[src/rtl/exec_ctrl_pkg.sv]
`default_nettype none
// ============================================================================
// exec_ctrl_pkg : shared state encoding for the execution sequencer
// Rev 1.0
// ============================================================================
package exec_ctrl_pkg;

  localparam int STATE_W = 2;

  typedef enum logic [STATE_W-1:0] {
    ST_WAIT = 2'd0,
    ST_STEP = 2'd1,
    ST_RUN  = 2'd2,
    ST_HALT = 2'd3
  } exec_state_t;

endpackage
`default_nettype wire

[src/rtl/switch_debouncer.sv]
`default_nettype none
// ============================================================================
// switch_debouncer : 2-FF synchroniser, level debouncer and registered press pulse
// Rev 1.0
// ============================================================================
module switch_debouncer #(
  parameter int DEBOUNCE_CYCLES = 4
) (
  input  logic clk_signal,
  input  logic reset,
  input  logic i_switch,
  output logic o_press
);

  localparam int              CW     = (DEBOUNCE_CYCLES < 2) ? 1 : $clog2(DEBOUNCE_CYCLES + 1);
  localparam logic [CW-1:0]   c_LAST = CW'(DEBOUNCE_CYCLES - 1);

  logic          r_sync1;
  logic          r_sync2;
  logic          r_level;
  logic          r_level_d;
  logic          r_press;
  logic [CW-1:0] r_cnt;

  // Level flips on the DEBOUNCE_CYCLES-th consecutive disagreeing sample.
  always_ff @(posedge clk_signal or posedge reset) begin
    if (reset) begin
      r_sync1   <= 1'b0;
      r_sync2   <= 1'b0;
      r_level   <= 1'b0;
      r_level_d <= 1'b0;
      r_press   <= 1'b0;
      r_cnt     <= '0;
    end else begin
      r_sync1 <= i_switch;
      r_sync2 <= r_sync1;
      if (r_sync2 != r_level) begin
        if (r_cnt == c_LAST) begin
          r_level <= r_sync2;
          r_cnt   <= '0;
        end else begin
          r_cnt <= r_cnt + 1'b1;
        end
      end else begin
        r_cnt <= '0;
      end
      r_level_d <= r_level;
      r_press   <= r_level & ~r_level_d;
    end
  end

  assign o_press = r_press;

endmodule
`default_nettype wire

[src/rtl/exec_step_controller.sv]
`default_nettype none
// ============================================================================
// exec_step_controller : gates the core clock enable for free-run / single-step / halt
// Rev 1.0
// ============================================================================
module exec_step_controller
  import exec_ctrl_pkg::*;
#(
  parameter int DEBOUNCE_CYCLES = 4,
  parameter int STEP_CYCLES     = 1,
  parameter int CNT_W           = 32
) (
  input  logic             clk_signal,
  input  logic             reset,
  input  logic             switch,
  input  logic             run_mode,
  input  logic             halt_req,
  output logic             cpu_en,
  output logic             step_done,
  output logic             halted,
  output logic [1:0]       state,
  output logic [CNT_W-1:0] cycle_count
);

  localparam int            SW           = (STEP_CYCLES < 1) ? 1 : $clog2(STEP_CYCLES + 1);
  localparam logic [SW-1:0] c_STEP_LOAD  = SW'(STEP_CYCLES);
  localparam logic [SW-1:0] c_STEP_FINAL = SW'(1);

  generate
    if (STEP_CYCLES < 1) begin : g_bad_step_cycles
      $error("exec_step_controller: STEP_CYCLES must be at least 1");
    end
  endgenerate

  logic             w_press;
  exec_state_t      r_state;
  logic             r_cpu_en;
  logic             r_step_done;
  logic             r_halted;
  logic [SW-1:0]    r_step_cnt;
  logic [CNT_W-1:0] r_cycle_count;

  switch_debouncer #(
    .DEBOUNCE_CYCLES(DEBOUNCE_CYCLES)
  ) u_debouncer (
    .clk_signal(clk_signal),
    .reset     (reset),
    .i_switch  (switch),
    .o_press   (w_press)
  );

  // cpu_en is registered alongside the next state so it is high exactly while in STEP/RUN.
  always_ff @(posedge clk_signal or posedge reset) begin
    if (reset) begin
      r_state       <= ST_WAIT;
      r_cpu_en      <= 1'b0;
      r_step_done   <= 1'b0;
      r_halted      <= 1'b0;
      r_step_cnt    <= '0;
      r_cycle_count <= '0;
    end else begin
      r_step_done <= 1'b0;
      if (r_cpu_en) begin
        r_cycle_count <= r_cycle_count + 1'b1;
      end
      case (r_state)
        ST_WAIT: begin
          if (halt_req) begin
            r_state  <= ST_HALT;
            r_halted <= 1'b1;
            r_cpu_en <= 1'b0;
          end else if (run_mode) begin
            r_state  <= ST_RUN;
            r_cpu_en <= 1'b1;
          end else if (w_press) begin
            r_state    <= ST_STEP;
            r_step_cnt <= c_STEP_LOAD;
            r_cpu_en   <= 1'b1;
          end else begin
            r_cpu_en <= 1'b0;
          end
        end
        ST_STEP: begin
          if (halt_req) begin
            r_state  <= ST_HALT;
            r_halted <= 1'b1;
            r_cpu_en <= 1'b0;
          end else if (r_step_cnt == c_STEP_FINAL) begin
            r_state     <= ST_WAIT;
            r_step_done <= 1'b1;
            r_cpu_en    <= 1'b0;
          end else begin
            r_step_cnt <= r_step_cnt - 1'b1;
            r_cpu_en   <= 1'b1;
          end
        end
        ST_RUN: begin
          if (halt_req) begin
            r_state  <= ST_HALT;
            r_halted <= 1'b1;
            r_cpu_en <= 1'b0;
          end else if (!run_mode) begin
            r_state  <= ST_WAIT;
            r_cpu_en <= 1'b0;
          end else begin
            r_cpu_en <= 1'b1;
          end
        end
        default: begin
          r_state  <= ST_HALT;
          r_halted <= 1'b1;
          r_cpu_en <= 1'b0;
        end
      endcase
    end
  end

  assign cpu_en      = r_cpu_en;
  assign step_done   = r_step_done;
  assign halted      = r_halted;
  assign state       = r_state;
  assign cycle_count = r_cycle_count;

endmodule
`default_nettype wire

[config.mk]
export PLATFORM = sky130hd
export DESIGN_NAME = exec_step_controller
export DESIGN_NICKNAME = d
export VERILOG_FILES = /design/src/rtl/exec_ctrl_pkg.sv /design/src/rtl/switch_debouncer.sv /design/src/rtl/exec_step_controller.sv
export SDC_FILE = /design/constraint.sdc
export NUM_CORES = 1
export LEC_CHECK = 0
export BUFFER_PORTS_ARGS = -buffer_cell sky130_fd_sc_hd__buf_2
export CAP_MARGIN = 20
export CORE_MARGIN = 2
export CORE_UTILIZATION = 56
export CTS_BUF_LIST = sky130_fd_sc_hd__clkbuf_2
export DETAILED_ROUTE_END_ITERATION = 6
export PLACE_DENSITY = 0.87
export SYNTH_ARGS = -nofsm -noshare
export SYNTH_HDL_FRONTEND = slang
export SYNTH_SLANG_ARGS = --single-unit
[constraint.sdc]
create_clock -name clk_signal -period 2.2 [get_ports clk_signal]
set_input_delay 0.33 -clock clk_signal [delete_from_list [all_inputs] [get_ports clk_signal]]
set_output_delay 0.33 -clock clk_signal [all_outputs]
set_load 0.01 [all_outputs]
Word level (Yosys, flattened, before mapping)
Cells that the tools add are included.
{"block": "totals", "reg_bits": 46, "inputBits": 5, "out_inout_bits": 37, "word_cells": 64}
{"block": "op_classes", "addsub": 3, "eq_ne": 12, "muxes": 29, "bitwise": 2, "n_reduce_logical": 6}
{"op": "adder 32 x 1 -> 32 bit (second input constant)", "count": 1}
{"op": "2-to-1 mux 1 bit", "count": 17}
{"op": "2-to-1 mux 2 bit", "count": 7}
{"op": "2-to-1 mux 3 bit", "count": 2}
{"op": "inequality test 2 bit (second input constant)", "count": 3}
{"op": "inequality test 3 bit (second input constant)", "count": 2}
{"op": "case mux 2 bit (3 select lines)", "count": 1}
{"op": "AND reduction 5 bit", "count": 1}
{"op": "inequality test 2 x 1 -> 1 bit (second input constant)", "count": 2}
{"op": "inequality test 4 x 3 -> 1 bit (second input constant)", "count": 1}
{"op": "adder 3 x 1 -> 3 bit (second input constant)", "count": 1}
{"op": "== test 3 x 2 -> 1 bit (second input constant)", "count": 1}
{"op": "case mux 1 bit (3 select lines)", "count": 1}
{"op": "AND reduction 3 bit", "count": 1}
{"op": "OR reduction 3 bit", "count": 1}
{"op": "== test 2 x 1 -> 1 bit (second input constant)", "count": 1}
{"op": "== test 2 bit (second input constant)", "count": 1}
{"op": "logical NOT 2 bit", "count": 1}
{"op": "case mux 1 bit (2 select lines)", "count": 1}
{"op": "AND reduction 2 bit", "count": 1}
{"op": "nonzero test 2 bit", "count": 1}
{"op": "bitwise AND 1 bit", "count": 1}
{"op": "inequality test 1 bit", "count": 1}
{"op": "inverter 1 bit", "count": 1}
{"op": "subtractor 1 bit (second input constant)", "count": 1}

Longest topological paths before layout
{"block": "depth", "depth_word": 4, "mapped_depth": 6, "mapped_depth_nobuf": 6}

Hierarchy
From an unflattened synthesis, not the netlist that was laid out.
{"block": "hier_totals", "cells_unflattened": 177, "hier_area_um2": 2068.2}
{"module": "exec_step_controller", "instances": 1, "cells_each": 160, "area_each_um2": 1786.7, "seq_area_each_um2": 950.9}
{"module": "switch_debouncer", "instances": 1, "cells_each": 17, "area_each_um2": 281.5, "seq_area_each_um2": 200.2}

Worst setup path after synthesis
OpenSTA, ideal clock, no wires.
{"block": "synth_path", "path_type": "flip-flop to flip-flop", "from": "reg r_cpu_en, in the netlist cpu_en", "to": "reg r_cycle_count[9], in the netlist cycle_count[9]", "setup_ps": 128, "t_arrival_ps": 1426, "required_ps": 2072, "setup_slack_ps": 646, "stages_incl_launch_ff": 7, "n_path_buf": 1, "synth_period_minus_slack_ps": 1554, "cell_sequence": "dfrtp_1 > and3_1 > and4_1 > buf_4 > nand4_1 > or2_1 > xnor2_1"}
{"item": "start: declaration", "line_no": "exec_step_controller.sv:37", "text": "logic r_cpu_en;"}
{"item": "start signal: assignment", "line_no": "exec_step_controller.sv:56", "text": "r_cpu_en <= 1'b0;"}
{"item": "start signal: assignment", "line_no": "exec_step_controller.sv:71", "text": "r_cpu_en <= 1'b0;"}
{"item": "start signal: assignment", "line_no": "exec_step_controller.sv:74", "text": "r_cpu_en <= 1'b1;"}
{"item": "end signal: assignment", "line_no": "exec_step_controller.sv:64", "text": "r_cycle_count <= r_cycle_count + 1'b1;"}
{"item": "end: declaration", "line_no": "exec_step_controller.sv:41", "text": "logic [CNT_W-1:0] r_cycle_count;"}

Worst setup path in the final report
{"block": "layout_path", "from": "reg r_cycle_count[9], in the netlist cycle_count[9]", "to": "reg r_cycle_count[23], in the netlist cycle_count[23]"}
{"block": "layout_via", "elab_chain_cells": 1}
{"item": "adder 32 x 1 -> 32 bit", "line_no": "exec_step_controller.sv:64"}
No other way between the ends.
A chain may end at the register's enable or synchronous reset.

==> impl_results.md <==
* Initial antenna violation count at 0
* Routed vias at 1387
* PostCTS Resize Cnt at 0
* Chip height at 64.2 um
* Global-route wire length before repair at 6.09 mm
* Io pins at 42
* DR DRC count at 0
* First drt pass iteration count at 4
* Async set-or-reset flop fraction in the synthesized netlist at 1.00
* Pre-CTS setup slack at 0.525 ns
* Die footprint at 4120 um2
* Post-synthesis cell area at roughly 2000 um2
* Post-Route WL at 3.60 mm
* Post-synth top area cell: dfrtp_1
* Slowest-stage cell, CP: dfrtp_1
* Synth top area cells: dfrtp_1 57%, xnor2_1 11%, ha_1 3.7%
* Crit path DAT at 2.05 ns
* Core box area at 3420 um2
* Initial DRC Count at 46
* RSZ-0062 raised after global routing: false
* Status: completed
* Worst-path clk slew at between 0.2 and 0.25 ns
* Port-buffer cells at about 40
* Total power at 1.92 mW
* CP endpoint kind: flip-flop
* Global-route usage over all layers at 0.195
* Cell with the most instances after synthesis: dfrtp_1
* Initial core utilization at 0.593
* Sink Count at 46
* Worst Tran Pin Value at 0.555 ns
* Clock buffer depth at 2
* Final Hold Slack at between 0.1 and 0.15 ns
* Vias in the first global route at 1383
* HPWL Detailed at 2.60 mm
* Num CTS Buffers at 5
* Hold Crit Class: input port to flip-flop
* CP startpoint kind: flip-flop
* Sequential fraction of the synthesis area at 0.568
* CP Data Required Time at between 2 and 3 ns
* Post-synth cell types at 30
* Max IR drop VDD at 0.625 mV
* Final period util at 0.773
* Slew headroom at 0.630
* Leak Pwr at 1.21 nW
* Gpl congestion at approximately 0.8
* Cell-by-cell listing of the critical path: nand4_2 -> nor4_2 -> nand2_1 -> nor3_1 -> xnor2_1
* Max Slew Vio Count at 0
* Largest register FFs at 32
* Max-cap viol count at 0
* Syn_area_per_cell at 11.5 um2
* Crit-path max FO at 5
* Synth top area share at 0.568
* Total negative slack at 0 ns
* Row cnt at 21
* Cells after synthesis at 176
* # diodes at 0
* Number of synthesized flops with an enable pin at 0
* Fillers at 278
* Final Hold Viols at 0
* Synthesis Warnings at 0
* CP Class: flip-flop to flip-flop
* Max stage delay on crit path at 0.49 ns
* CTS tree: yes
* Clk_lat worst skew at 0.42 ns
* Pwr dens at about 800 nW/um2
* Final setup viols at 0
* Post-layout nets at approximately 240
* Share of cells above drive strength 1 at 0.261
* Final Worst Setup Slack at 0.498 ns
* Final Util at 0.692
* CP top delay family: simple AND/OR/NAND/NOR gates
* Fmax at 588 MHz
* Top FF cell, synth: dfrtp_1
* Area grow syn2layout at 16.6%
* Yosys reg bits at 46
* Routed len/inst at 13.2 um
* Vias/cell at 5.10
* Clock root buffer: clkbuf_2
* Depth of the CTS H-tree at 2
* Sum of buffers and inverters on the critical path at 0
* Die width at around 64 um
* Min cycle time layout at 1.70 ns
* Grt total ovfl at 0
* Syn Nets at 187
* Largest net degree at the start of global routing at 47
* Fin Clk Skew at 0.0182 ns
* Antenna-violating nets left at 0
* Commonest cells in the synthesized netlist: 46 x dfrtp_1, 26 x xnor2_1, 16 x nand2_1
==> cells in the final DEF (no fill, tap or decap), types with 2 or more instances in the layout <==
master | synthesis | routed
and3_1 | 6 | 6
dlygate4sd3_1 | 0 | 2
ha_1 | 6 | 6
xor2_1 | 6 | 6
and2_1 | 2 | 2
dfrtp_1 | 46 | 46
nor2b_1 | 4 | 4
nor2_1 | 9 | 9
nand4_1 | 7 | 7
clkinv_2 | 0 | 2
nand2_1 | 16 | 16
o21ai_0 | 3 | 3
mux2_2 | 4 | 4
and4_1 | 2 | 2
nand3_1 | 10 | 10
buf_2 | 0 | 41
a21oi_1 | 2 | 2
inv_1 | 9 | 8
clkbuf_2 | 0 | 5
xnor2_1 | 26 | 26
nor3_1 | 4 | 4
nor3b_1 | 2 | 2
==> stage by stage <==
step           instance area (um2)  cells
2_1_floorplan                 2030    176
3_3_place_gp                  2280    262
3_5_place_dp                  2280    262
4_1_cts                       2350    271
5_1_grt                       2360    272
6_report                      2360    272
==> per-layer routing <==
| metal | wire (um) | track usage |
|---|---|---|
| met5 | 0 | 0 |
| met4 | 59 | 0.109 |
| met3 | 148 | 0.0458 |
| met2 | 1760 | 0.320 |
| met1 | 1640 | 0.235 |
==> power breakdown <==
part	switching [mW]	internal (mW)
Sequential	0.101	0.956
Clock	0.260	0.188
Combinational	0.209	0.209
Total	0.569	1.35
==> kinds of logic after synthesis <==
group	Yosys count	synth area share
and+or+nand+nor	70	0.190
muxes	4	0.0222
xor gates and xnor gates	32	0.138
buffers and inverters	11	0.0259
DFF	46	0.568
adders and majority gates	6	0.0370
AOI/OAI and AO/OA	7	0.0191
==> path summary, 6_finish.rpt <==
path                                startpoint                  end  slack, ns  depth (start not counted)
setup / recovery                cycle_count[9]      cycle_count[23]       0.50                          5
hold / removal                        halt_req            step_done       0.11                          2
setup reg to reg                cycle_count[9]      cycle_count[23]       0.50                          5
hold reg to reg            u_debouncer.r_sync1  u_debouncer.r_sync2       0.38                          0
max in group asynchronous                reset      cycle_count[13]       1.25                          4
min in group asynchronous                reset  u_debouncer.o_press       0.57                          4
==> timing repair <==
item / CTS / global route
endpoints found under the hold margin: 1 / 11
setup buffers: 0 / 0
hold buffers: 1 / 1
==> worst register-to-register path: stages (launching register included) <==
cell     delay [ns]
dfrtp_1        0.49
nand4_2        0.14
nor4_2         0.37
nand2_1        0.21
nor3_1         0.27
xnor2_1        0.16
==> area by class of cell <==
cell class | instances | area [um2] | share of cell area
Inverter | 9 | 33.8 | 0.0143
Clock buffer | 5 | 25.0 | 0.0106
Clock inverter | 3 | 40.0 | 0.0169
Multi-Input combinational cell | 119 | 823 | 0.348
Tap cell | 46 | 57.6 | 0.0244
Timing Repair Buffer | 44 | 233 | 0.0985
Sequential cell | 46 | 1150 | 0.487
(Power assumes the default switching activity.)
